### config.mk
export PLATFORM = sky130hd
export DESIGN_NAME = uart_rx_buffer
export DESIGN_NICKNAME = d
export VERILOG_FILES = /design/src/rtl/uart_rx_buffer.sv
export SDC_FILE = /design/constraint.sdc
export NUM_CORES = 1
export LEC_CHECK = 0
export ABC_AREA = 1
export CAP_MARGIN = 20
export CORE_MARGIN = 1.5
export CORE_UTILIZATION = 48
export DETAILED_ROUTE_END_ITERATION = 10
export GPL_TIMING_DRIVEN = 0
export PLACE_DENSITY = 0.81
export SYNTH_ARGS = -nofsm -noshare
export SYNTH_HDL_FRONTEND = slang
export SYNTH_SLANG_ARGS = --single-unit
export TNS_END_PERCENT = 50
### constraint.sdc
create_clock -name Clk -period 4.45 [get_ports Clk]
set_input_delay 0.445 -clock Clk [delete_from_list [all_inputs] [get_ports Clk]]
set_output_delay 0.445 -clock Clk [all_outputs]
set_load 0.02 [all_outputs]
### src/rtl/uart_rx_buffer.sv
// Receive-side byte buffer: rising-edge detection of the RX controller strobes,
// a first-word-fall-through FIFO, a sticky overrun flag and saturating error counters.
module uart_rx_buffer #(
  parameter int DATA_WIDTH    = 8,
  parameter int DEPTH         = 8,
  parameter int ADDR_WIDTH    = 3,
  parameter int ERR_CNT_WIDTH = 8
) (
  input  logic                     Clk,
  input  logic                     Rst,
  input  logic [DATA_WIDTH-1:0]    P_DATA,
  input  logic                     Data_valid,
  input  logic                     Parity_ERR,
  input  logic                     Stp_ERR,
  input  logic                     Rd_ready,
  input  logic                     Clr_status,
  output logic [DATA_WIDTH-1:0]    Rd_data,
  output logic                     Rd_valid,
  output logic                     Full,
  output logic [ADDR_WIDTH:0]      Fifo_count,
  output logic                     Overrun,
  output logic [ERR_CNT_WIDTH-1:0] Par_err_cnt,
  output logic [ERR_CNT_WIDTH-1:0] Stp_err_cnt
);

  logic [DATA_WIDTH-1:0] mem [DEPTH];
  logic [ADDR_WIDTH:0]   wr_ptr, rd_ptr;
  logic                  dv_q, par_q, stp_q;
  logic                  dv_evt, par_evt, stp_evt;
  logic                  empty, push, pop, drop;

  // One event per rising edge, however long the upstream level is held.
  assign dv_evt  = Data_valid & ~dv_q;
  assign par_evt = Parity_ERR & ~par_q;
  assign stp_evt = Stp_ERR & ~stp_q;

  assign empty = (wr_ptr == rd_ptr);
  assign Full  = (wr_ptr[ADDR_WIDTH-1:0] == rd_ptr[ADDR_WIDTH-1:0]) &&
                 (wr_ptr[ADDR_WIDTH] != rd_ptr[ADDR_WIDTH]);
  assign pop   = ~empty & Rd_ready;
  // A pop in the same cycle frees the slot, so a full FIFO can still accept.
  assign push  = dv_evt & (~Full | pop);
  assign drop  = dv_evt & Full & ~pop;

  assign Rd_valid   = ~empty;
  assign Rd_data    = mem[rd_ptr[ADDR_WIDTH-1:0]];
  assign Fifo_count = wr_ptr - rd_ptr;

  always_ff @(posedge Clk) begin
    if (push) begin
      mem[wr_ptr[ADDR_WIDTH-1:0]] <= P_DATA;
    end
  end

  always_ff @(posedge Clk or negedge Rst) begin
    if (!Rst) begin
      dv_q   <= 1'b0;
      par_q  <= 1'b0;
      stp_q  <= 1'b0;
      wr_ptr <= '0;
      rd_ptr <= '0;
    end else begin
      dv_q  <= Data_valid;
      par_q <= Parity_ERR;
      stp_q <= Stp_ERR;
      if (push) wr_ptr <= wr_ptr + 1'b1;
      if (pop)  rd_ptr <= rd_ptr + 1'b1;
    end
  end

  // Status: a new event in the clear cycle takes priority over the clear.
  always_ff @(posedge Clk or negedge Rst) begin
    if (!Rst) begin
      Overrun     <= 1'b0;
      Par_err_cnt <= '0;
      Stp_err_cnt <= '0;
    end else begin
      if (drop)            Overrun <= 1'b1;
      else if (Clr_status) Overrun <= 1'b0;

      if (par_evt) begin
        if (Clr_status)             Par_err_cnt <= ERR_CNT_WIDTH'(1);
        else if (Par_err_cnt != '1) Par_err_cnt <= Par_err_cnt + ERR_CNT_WIDTH'(1);
      end else if (Clr_status) begin
        Par_err_cnt <= '0;
      end

      if (stp_evt) begin
        if (Clr_status)             Stp_err_cnt <= ERR_CNT_WIDTH'(1);
        else if (Stp_err_cnt != '1) Stp_err_cnt <= Stp_err_cnt + ERR_CNT_WIDTH'(1);
      end else if (Clr_status) begin
        Stp_err_cnt <= '0;
      end
    end
  end

endmodule

# Yosys cells after proc, flatten, opt, wreduce, memory -nomap -nowiden
# Memories as Yosys holds them, arrays and structs flattened.
# Cells that the tools add are included.
op_classes:
  add_sub_neg: 5
  n_eq_ne: 5
  mux: 11
  n_bitwise: 14
  reduce_logical: 8
ops:
  columns: ["cell", "n"]
  rows:
  - ["8-bit 2-to-1 mux", 7]
  - ["8-bit by 1-bit adder with 8-bit output (second input constant)", 2]
  - ["8-bit != test (second input constant)", 2]
  - ["2-bit nonzero test", 5]
  - ["4-bit by 1-bit adder with 4-bit output (second input constant)", 2]
  - ["1-bit bitwise AND", 7]
  - ["1-bit NOT", 6]
  - ["4-bit == test", 1]
  - ["1-bit 2-to-1 mux", 4]
  - ["2-bit AND reduction", 2]
  - ["4-bit subtractor", 1]
  - ["3-bit == test", 1]
  - ["1-bit logical AND", 1]
  - ["1-bit != test", 1]
  - ["1-bit bitwise OR", 1]
totals:
  reg_bits: 28
  ramBits: 64
  inputBits: 15
  output_inout_bits: 31
  word_cells: 52
  memories: 1
memory_table:
  columns: ["name", "depth", "width", "read_ports", "rd_clocked_by_memory_dff", "write_ports", "line_no", "text"]
  rows:
  - ["mem", 8, 8, 1, 0, 1, "26", "logic [DATA_WIDTH-1:0] mem [DEPTH];"]

# Logic depth before layout (Yosys ltp)
# Gate-level depths: netlist of the first run.
logic_depth:
  depth_word: 7
  mapped_depth: 10
  ltp_nobuf: 8

# Worst setup path before layout of the first run
# Ideal clock, no wire load.
synth_timing:
  kind: "register to register"
  startpoint: "reg rd_ptr[2]"
  endpoint: "mem mem[4][0] (enable)"
  setup_time_ns: 0.370
  arrival_ns: 1.888
  t_required_ns: 4.080
  slack_ns: 2.191
  stages_incl_launch_ff: 9
  path_buffers: 1
  synth_period_minus_slack_ns: 2.259
  cell_sequence: "dfrtp_1 -> buf_2 -> clkinv_1 -> ha_1 -> inv_1 -> nor3_4 -> nand3_2 -> nand3_1 -> nor2_1"
synth_between:
  elab_chain_len: 7
  word_cells_on_any_way: 10
  classes_between: "eq/ne (2); mux (2); bitwise (5); reduce/logical (1)"
synth_rtl:
  columns: ["item", "line_no", "text"]
  rows:
  - ["start, declared", "27", "logic [ADDR_WIDTH:0] wr_ptr, rd_ptr;"]
  - ["start signal, assigned", "67", "if (pop) rd_ptr <= rd_ptr + 1'b1;"]
  - ["4-bit == test or 3-bit == test (tied branches)", "37, 38", null]
  - ["1-bit NOT or 1-bit logical AND (tied branches)", "40, 38", null]
  - ["1-bit bitwise AND or 1-bit NOT (tied branches)", "40, 42", null]
  - ["1-bit bitwise OR (*)", "42", "assign push = dv_evt & (~Full | pop);"]
  - ["1-bit bitwise AND (*)", "42", null]
  - ["1-bit 2-to-1 mux (*)", "50", "if (push) begin"]
  - ["1-bit 2-to-1 mux (implied by the code) (*)", "51", "mem[wr_ptr[ADDR_WIDTH-1:0]] <= P_DATA;"]
  - ["end, declared", "26", null]
# Every way passes the cells marked *; elsewhere a longest branch is shown, timed or not.

# Final worst setup path of the first run
layout_timing:
  startpoint: "reg rd_ptr[2]"
  endpoint: "out Fifo_count[3]"
layout_between:
  elab_chain_len: 1
layout_rtl:
  columns: ["item", "line_no", "text"]
  rows:
  - ["4-bit subtractor", "47", "assign Fifo_count = wr_ptr - rd_ptr;"]
  - ["end, declared", "20", "output logic [ADDR_WIDTH:0] Fifo_count,"]
# Every way passes these cells.

==> results of run 1 <==
[path summary, 6_finish.rpt]
path / slack, ns / cells after the start / endpoint / startpoint
worst max-delay path: 0.98 / 7 / Fifo_count[3] / rd_ptr[2]
worst min-delay path: 0.46 / 1 / par_q / Rst
worst max register to register: 1.52 / 8 / mem[7][1] / rd_ptr[2]
worst min register to register: 0.50 / 2 / Overrun / Overrun
max in group asynchronous: 3.49 / 2 / wr_ptr[2] / Rst
min in group Clk: 0.50 / 2 / Overrun / Overrun
[cell families (layout without fill, tap and decap cells)]
family                     Yosys count  count (layout)
AOI/OAI and AO/OA                   67              67
xor gates and xnor gates            11              11
adders and majority gates            8               8
buffers and inverters               46             108
DFF                                 92              92
and+or+nand+nor                    185             185
[synth_stat cells (all sizes together)]
cell type	number
a21oi	3
a31oi	1
buf	9
clkbuf	4
clkinv	2
dfrtp	28
edfxtp	64
fa	1
ha	7
inv	31
nand2	88
nand3	30
nand4	2
nor2	61
nor3	4
o211ai	1
o21ai	44
o22ai	17
o31ai	1
xnor2	5
xor2	6
[metrics by stage]
stage / area (µm²) / util [%] / power (W)
detailed placement: 4771 / 57.49 / 0.002319
global route: 4971 / 59.90 / 0.003045
finish: 4971 / 59.90 / 0.002875
CTS: 4971 / 59.90 / 0.002876
floorplan: 4161 / - / 0.001839
global placement: 4743 / 57.15 / 0.002281
[power groups by stage]
stage | logic [W] | clock network (W) | registers [W]
3_5_place_dp | 0.00125 | 0 | 0.00106
3_3_place_gp | 0.00122 | 0 | 0.00106
5_1_grt | 0.00139 | 0.000601 | 0.00105
2_1_floorplan | 0.000785 | 0 | 0.00105
6_report | 0.00127 | 0.000562 | 0.00104
4_1_cts | 0.00126 | 0.000566 | 0.00105
[per-layer routing]
metal  global-route usage, %  routed length (µm)  vias to the layer above
met5                       0                   0                        -
met4                   7.598                 140                        0
met3                   4.660                 486                       10
met2                   32.57                4200                      111
met1                   27.36                3929                     1479
li1                        -                   -                     1508
[sequential cells by signal (all words and copies together) (netlist names)]
signal	flops
stp_q	1
wr_ptr	4
Par_err_cnt	8
mem	64
rd_ptr	4
par_q	1
Stp_err_cnt	8
Overrun	1
dv_q	1
[placed cells by master (no fill, tap or decap)]
master,count
nand2_2,4
o22ai_1,17
clkinv_4,1
nand3_2,1
nor3_4,1
o21ai_1,5
ha_1,7
nand2_4,1
dfrtp_1,28
xor2_1,6
o21ai_0,39
nand2_1,83
buf_16,1
clkbuf_2,1
edfxtp_1,64
inv_8,3
o31ai_1,1
fa_1,1
nand3_1,29
nor3_1,3
a21oi_1,3
nand4_1,2
clkinv_8,1
inv_6,2
nor2_1,61
inv_1,31
clkdlybuf4s50_1,45
o211ai_1,1
buf_2,3
clkinv_1,2
xnor2_1,5
a31oi_1,1
clkbuf_8,9
buf_4,5
clkbuf_1,3
buf_1,1
[area by class of cell]
cell class,instances,area [µm²]
buffer,13,72.57
multi-input combinational,271,1343
sequential,92,2623
fill,671,3328
clock inverter,7,76.32
timing repair buffer,46,478.0
tap,105,131.4
inverter,33,123.9
clock buffer,9,123.9
==> impl_metrics.yaml, run 1 <==
sta:
  fin_skew_ns: 0.01970
  max_slew_margin_pct: 39.83
  hold_viol_final: 0
  fmax_mhz: 288.6
  grt_setup_unrepaired: "false"
  tightestPinTransition_ns: 0.8993
  layout_setup_ws_ns: 0.9849
  period_share_pct: 77.87
  setup_tns_ns: 0
  setup_viol: 0
  slew_viol_final: 0
  period_minus_slack_ns: 3.465
  hold_ws_ns: 0.4592
setup_path:
  critPathSlowestCell: "clkdlybuf4s50_1"
  worstSetupStartpointType: "flip-flop"
  path_buf_inv: 4
  path_cells: "buf_2 -> clkinv_1 -> ha_1 -> inv_1 -> o31ai_1 -> xor2_1 -> clkdlybuf4s50_1"
  path_max_fanout: 10
  critPathArrivalTime_ns: 3.02
  crit_type: "reg -> out"
  worstPathRequired_ns: 4.01
  cp-end-kind: "output port"
  cp_top_family: "buffers and inverters"
  max_stage_delay_ns: 0.62
synth:
  yosys.area.top_type: "edfxtp_1"
  synth-simple-area-share_pct: 18.64
  yosysTopAreaCellShare_pct: 46.18
  synth_cells: 409
  synth_nets: 432
  ys_warn_count: 0
  ys_types: 29
  synth_area_leaders: "edfxtp_1 46%, dfrtp_1 17%, nand2_1 7.5%, nor2_1 5.5%, o21ai_0 4.7%"
  syn_avg_cell_area_um2: 10.17
  yosys.area_share.adder_pct: 2.586
  synthesis.area_um2: 4161
  synthMuxAreaShare_pct: 0
  ys_ff_latch: 92
  ys_seq_area_share_pct: 63.02
  synth_top_family_by_area: "simple AND/OR/NAND/NOR gates"
  synth_compound_area_share_pct: 8.719
  synth_xor_area_share_pct: 2.315
clocking:
  h-tree-depth: 3
  ctsLongestPathBuffers: 2
  clkTransAtPathRegs_ns: 0.10
  cts_tree: "built"
  insertion_delay_ns: 0.38
  postCtsSetupRepairBufs: 0
  holdBufCountCts: 0
  numCtsBuffers: 9
  cts_root_buf: "clkbuf_8"
  cts.sinks: 92
  cts_resized: 0
grt:
  first_global_vias: 2964
  grt_usage_pct: 20.44
  grt_pass1_wl_um: 13990
  grt_overflow: 0
  antenna_found_initial: 0
  grt_max_degree: 20
finish:
  num_antenna_cells: 0
  drive_gt1_share_pct: 7.006
  fin_cells: 576
  nets: 489
  syn2layout_area_growth_pct: 19.45
placed_design:
  gp_congestion: 0.8892
  dp_hpwl_um: 6090
  numPortBuffers: 45
  place_ws_ns: 1.451
  placed_cells: 560
pwr:
  power.density_nw_per_um2: 578.3
  p_comb_share_pct: 44.1
  vdd_drop_max_uv: 742.2
  p_int_w: 0.001719
  switching_share_pct: 40.22
  p_switching_w: 0.001156
  pwr-share-seq_pct: 36.3
  p_clk_share_pct: 19.5
  p_leak_nw: 1.939
run_status:
  outcome: "complete, no violations"
route:
  vias_per_cell: 5.396
  vias: 3108
  initialDrtViolationCount: 288
  drc_errors: 0
  drtAntennaViolNets: 0
  first_pass_iters: 7
  wire_per_inst_um: 15.20
  drt_wl_total_um: 8756
die:
  die_w_um: 96.11
  die_area_um2: 9237
  die_h_um: 96.11
  fp-row-count: 33
  core_um2: 8299
  initial_core_util_pct: 50.14
  ios: 46
job:
  cap_violations: 0
worst_hold_path:
  hp-class: "in -> async"
Power figures use the tool's default switching activity.
==> run 2, diff against run 1 <==
Clock period 4.45 ns to 3.39 ns, I/O delays scaled along.
==> run 2 against run 1 <==
Net effect:
- wire length rose by 0.35%
- worst setup slack got worse by 0.74 ns
- die area did not move
- sequential cell count did not move
- global-route usage did not move
- design area rose by 0.23%
- worst hold slack got worse by 0.10 ns
- critical path type unchanged
- largest cell class unchanged
==> impl_metrics.yaml, run 2 (synthesis results as in run 1) <==
finish:
  syn2layout_area_growth_pct: 19.72
  drive_gt1_share_pct: 7.415
  layout_common_cells: "83 x nand2_1, 64 x edfxtp_1, 61 x nor2_1"
  fillers: 668
  fin_cells: 577
  nets: 490
  largest_register_ffs: 64
  multi_input_area_um2: 1343
  regArea_um2: 2623
  final_common_cell: "nand2_1"
  fin_area_um2: 4982
  num_antenna_cells: 0
sta:
  max_slew_margin_pct: 39.73
  fmax_mhz: 318.4
  fin_skew_ns: 0.01092
  tightestPinTransition_ns: 0.9008
  period_share_pct: 92.65
  grt_setup_unrepaired: "false"
  period_minus_slack_ns: 3.141
  setup_tns_ns: 0
  setup_viol: 0
  slew_viol_final: 0
  hold_viol_final: 0
clocking:
  clkTransAtPathRegs_ns: 0.10
  cts.sinks: 92
  numCtsBuffers: 9
  h-tree-depth: 3
  ctsLongestPathBuffers: 2
  cts_root_buf: "clkbuf_8"
  cts_tree: "built"
  insertion_delay_ns: 0.37
route:
  drtAntennaViolNets: 0
  vias_per_cell: 5.343
  vias: 3083
  initialDrtViolationCount: 265
  first_pass_iters: 5
  wire_per_inst_um: 15.23
  drc_errors: 0
  drt_wl_total_um: 8787
run_status:
  outcome: "complete, no violations"
placed_design:
  dp_hpwl_um: 6090
  placed_cells: 560
  numPortBuffers: 45
  gp_congestion: 0.8892
  post_dp_cell_area_um2: 4771
grt:
  grt_max_degree: 20
  grt_pass1_wl_um: 13990
  grt_overflow: 0
  grt_usage_pct: 20.44
  antenna_found_initial: 0
  first_global_vias: 2964
setup_path:
  critPathArrivalTime_ns: 2.80
  max_stage_delay_ns: 0.62
  path_depth: 8
  startpoint: "rd_ptr[1]"
  path_buf_inv: 5
  cp_top_family: "buffers and inverters"
  r2r-end: "mem[4][4]"
  worstSetupStartpointType: "flip-flop"
  path_cells: "buf_4 -> inv_1 -> buf_4 -> ha_1 -> inv_1 -> o31ai_1 -> xor2_1 -> clkdlybuf4s50_1"
  critPathSlowestCell: "clkdlybuf4s50_1"
  path_max_fanout: 10
  r2r_start: "rd_ptr[1]"
  critPathCapture: "Fifo_count[3]"
  crit_type: "reg -> out"
  rrSetupSlack_ns: 0.62
  reg2regPathDepth: 9
  worstPathRequired_ns: 3.05
  cp-end-kind: "output port"
die:
  fp-row-count: 33
  initial_core_util_pct: 50.14
  die_h_um: 96.11
  die_area_um2: 9237
  die_w_um: 96.11
  core_um2: 8299
  ios: 46
job:
  cap_violations: 0
pwr:
  power.density_nw_per_um2: 759.1
  switching_share_pct: 40.12
  p_switching_w: 0.001517
  vdd_drop_max_uv: 978.7
  p_clk_share_pct: 19.3
  pwr-share-seq_pct: 36.3
  p_leak_nw: 1.943
  p_int_w: 0.002264
  p_comb_share_pct: 44.4
worst_hold_path:
  hp-class: "in -> async"
## run 2: through the flow
stage | util, % | power, W | hold WS [ns] | setup slack [ns]
after detailed placement | 57.49 | 0.003044 | 0.4733 | 0.4690
after global placement | 57.15 | 0.002994 | 0.4711 | 0.5226
final | 60.03 | 0.003782 | 0.3556 | 0.2491
after floorplan | - | 0.002414 | 0.04341 | 1.131
after global routing | 60.03 | 0.004009 | 0.3943 | 0.1155
after CTS | 59.90 | 0.003775 | 0.3728 | 0.07060
## run 2: metal layers
metal,vias to the layer above,share of wire (%),track usage (%)
li1,1510,-,-
met1,1458,45,27.36
met2,109,48,32.57
met3,6,5.5,4.660
met4,0,1.1,7.598
met5,-,0,0
## run 2: worst min path at each step
stage | start | to | slack [ns] | cells past startpoint
2_1_floorplan | Rst | Overrun | 0.04 | 0
3_3_place_gp | Overrun | Overrun | 0.47 | 2
3_5_place_dp | Overrun | Overrun | 0.47 | 2
4_1_cts | Rst | par_q | 0.37 | 1
5_1_grt | Rst | Stp_err_cnt[2] | 0.39 | 1
6_report | Rst | par_q | 0.36 | 1
## run 2: repair_timing
item / 4_1_cts / 5_1_grt
gates resized for setup: 0 / 1
setup endpoints to repair: 0 / 1
hold buffers: 0 / 0
setup buffers: 0 / 1
## run 2: area by class of cell
| class | count | area share (%) |
|---|---|---|
| Clock inverter | 7 | 1.532 |
| Clock buffer | 9 | 2.486 |
| Buffer | 13 | 1.457 |
| Inverter | 33 | 2.562 |
| Multi-Input combinational cell | 271 | 26.95 |
| Timing Repair Buffer | 47 | 9.744 |
| Tap cell | 105 | 2.637 |
| Sequential cell | 92 | 52.64 |
## run 2: worst reg2reg max path, stage by stage (launching register included)
cell     delay [ns]
dfrtp_1        0.43
buf_4          0.19
inv_1          0.19
buf_4          0.22
ha_1           0.24
inv_1          0.12
nor3_4         0.07
nand3_2        0.12
nand3_1        0.17
nor2_1         0.65
## run 2: power by group through the flow
stage	Sequential, W	Clock (W)	Combinational [W]
floorplan	0.00138	0	0.00103
global placement	0.00139	0	0.00160
detailed placement	0.00140	0	0.00165
CTS	0.00137	0.000743	0.00166
global route	0.00138	0.000789	0.00184
finish	0.00137	0.000732	0.00168
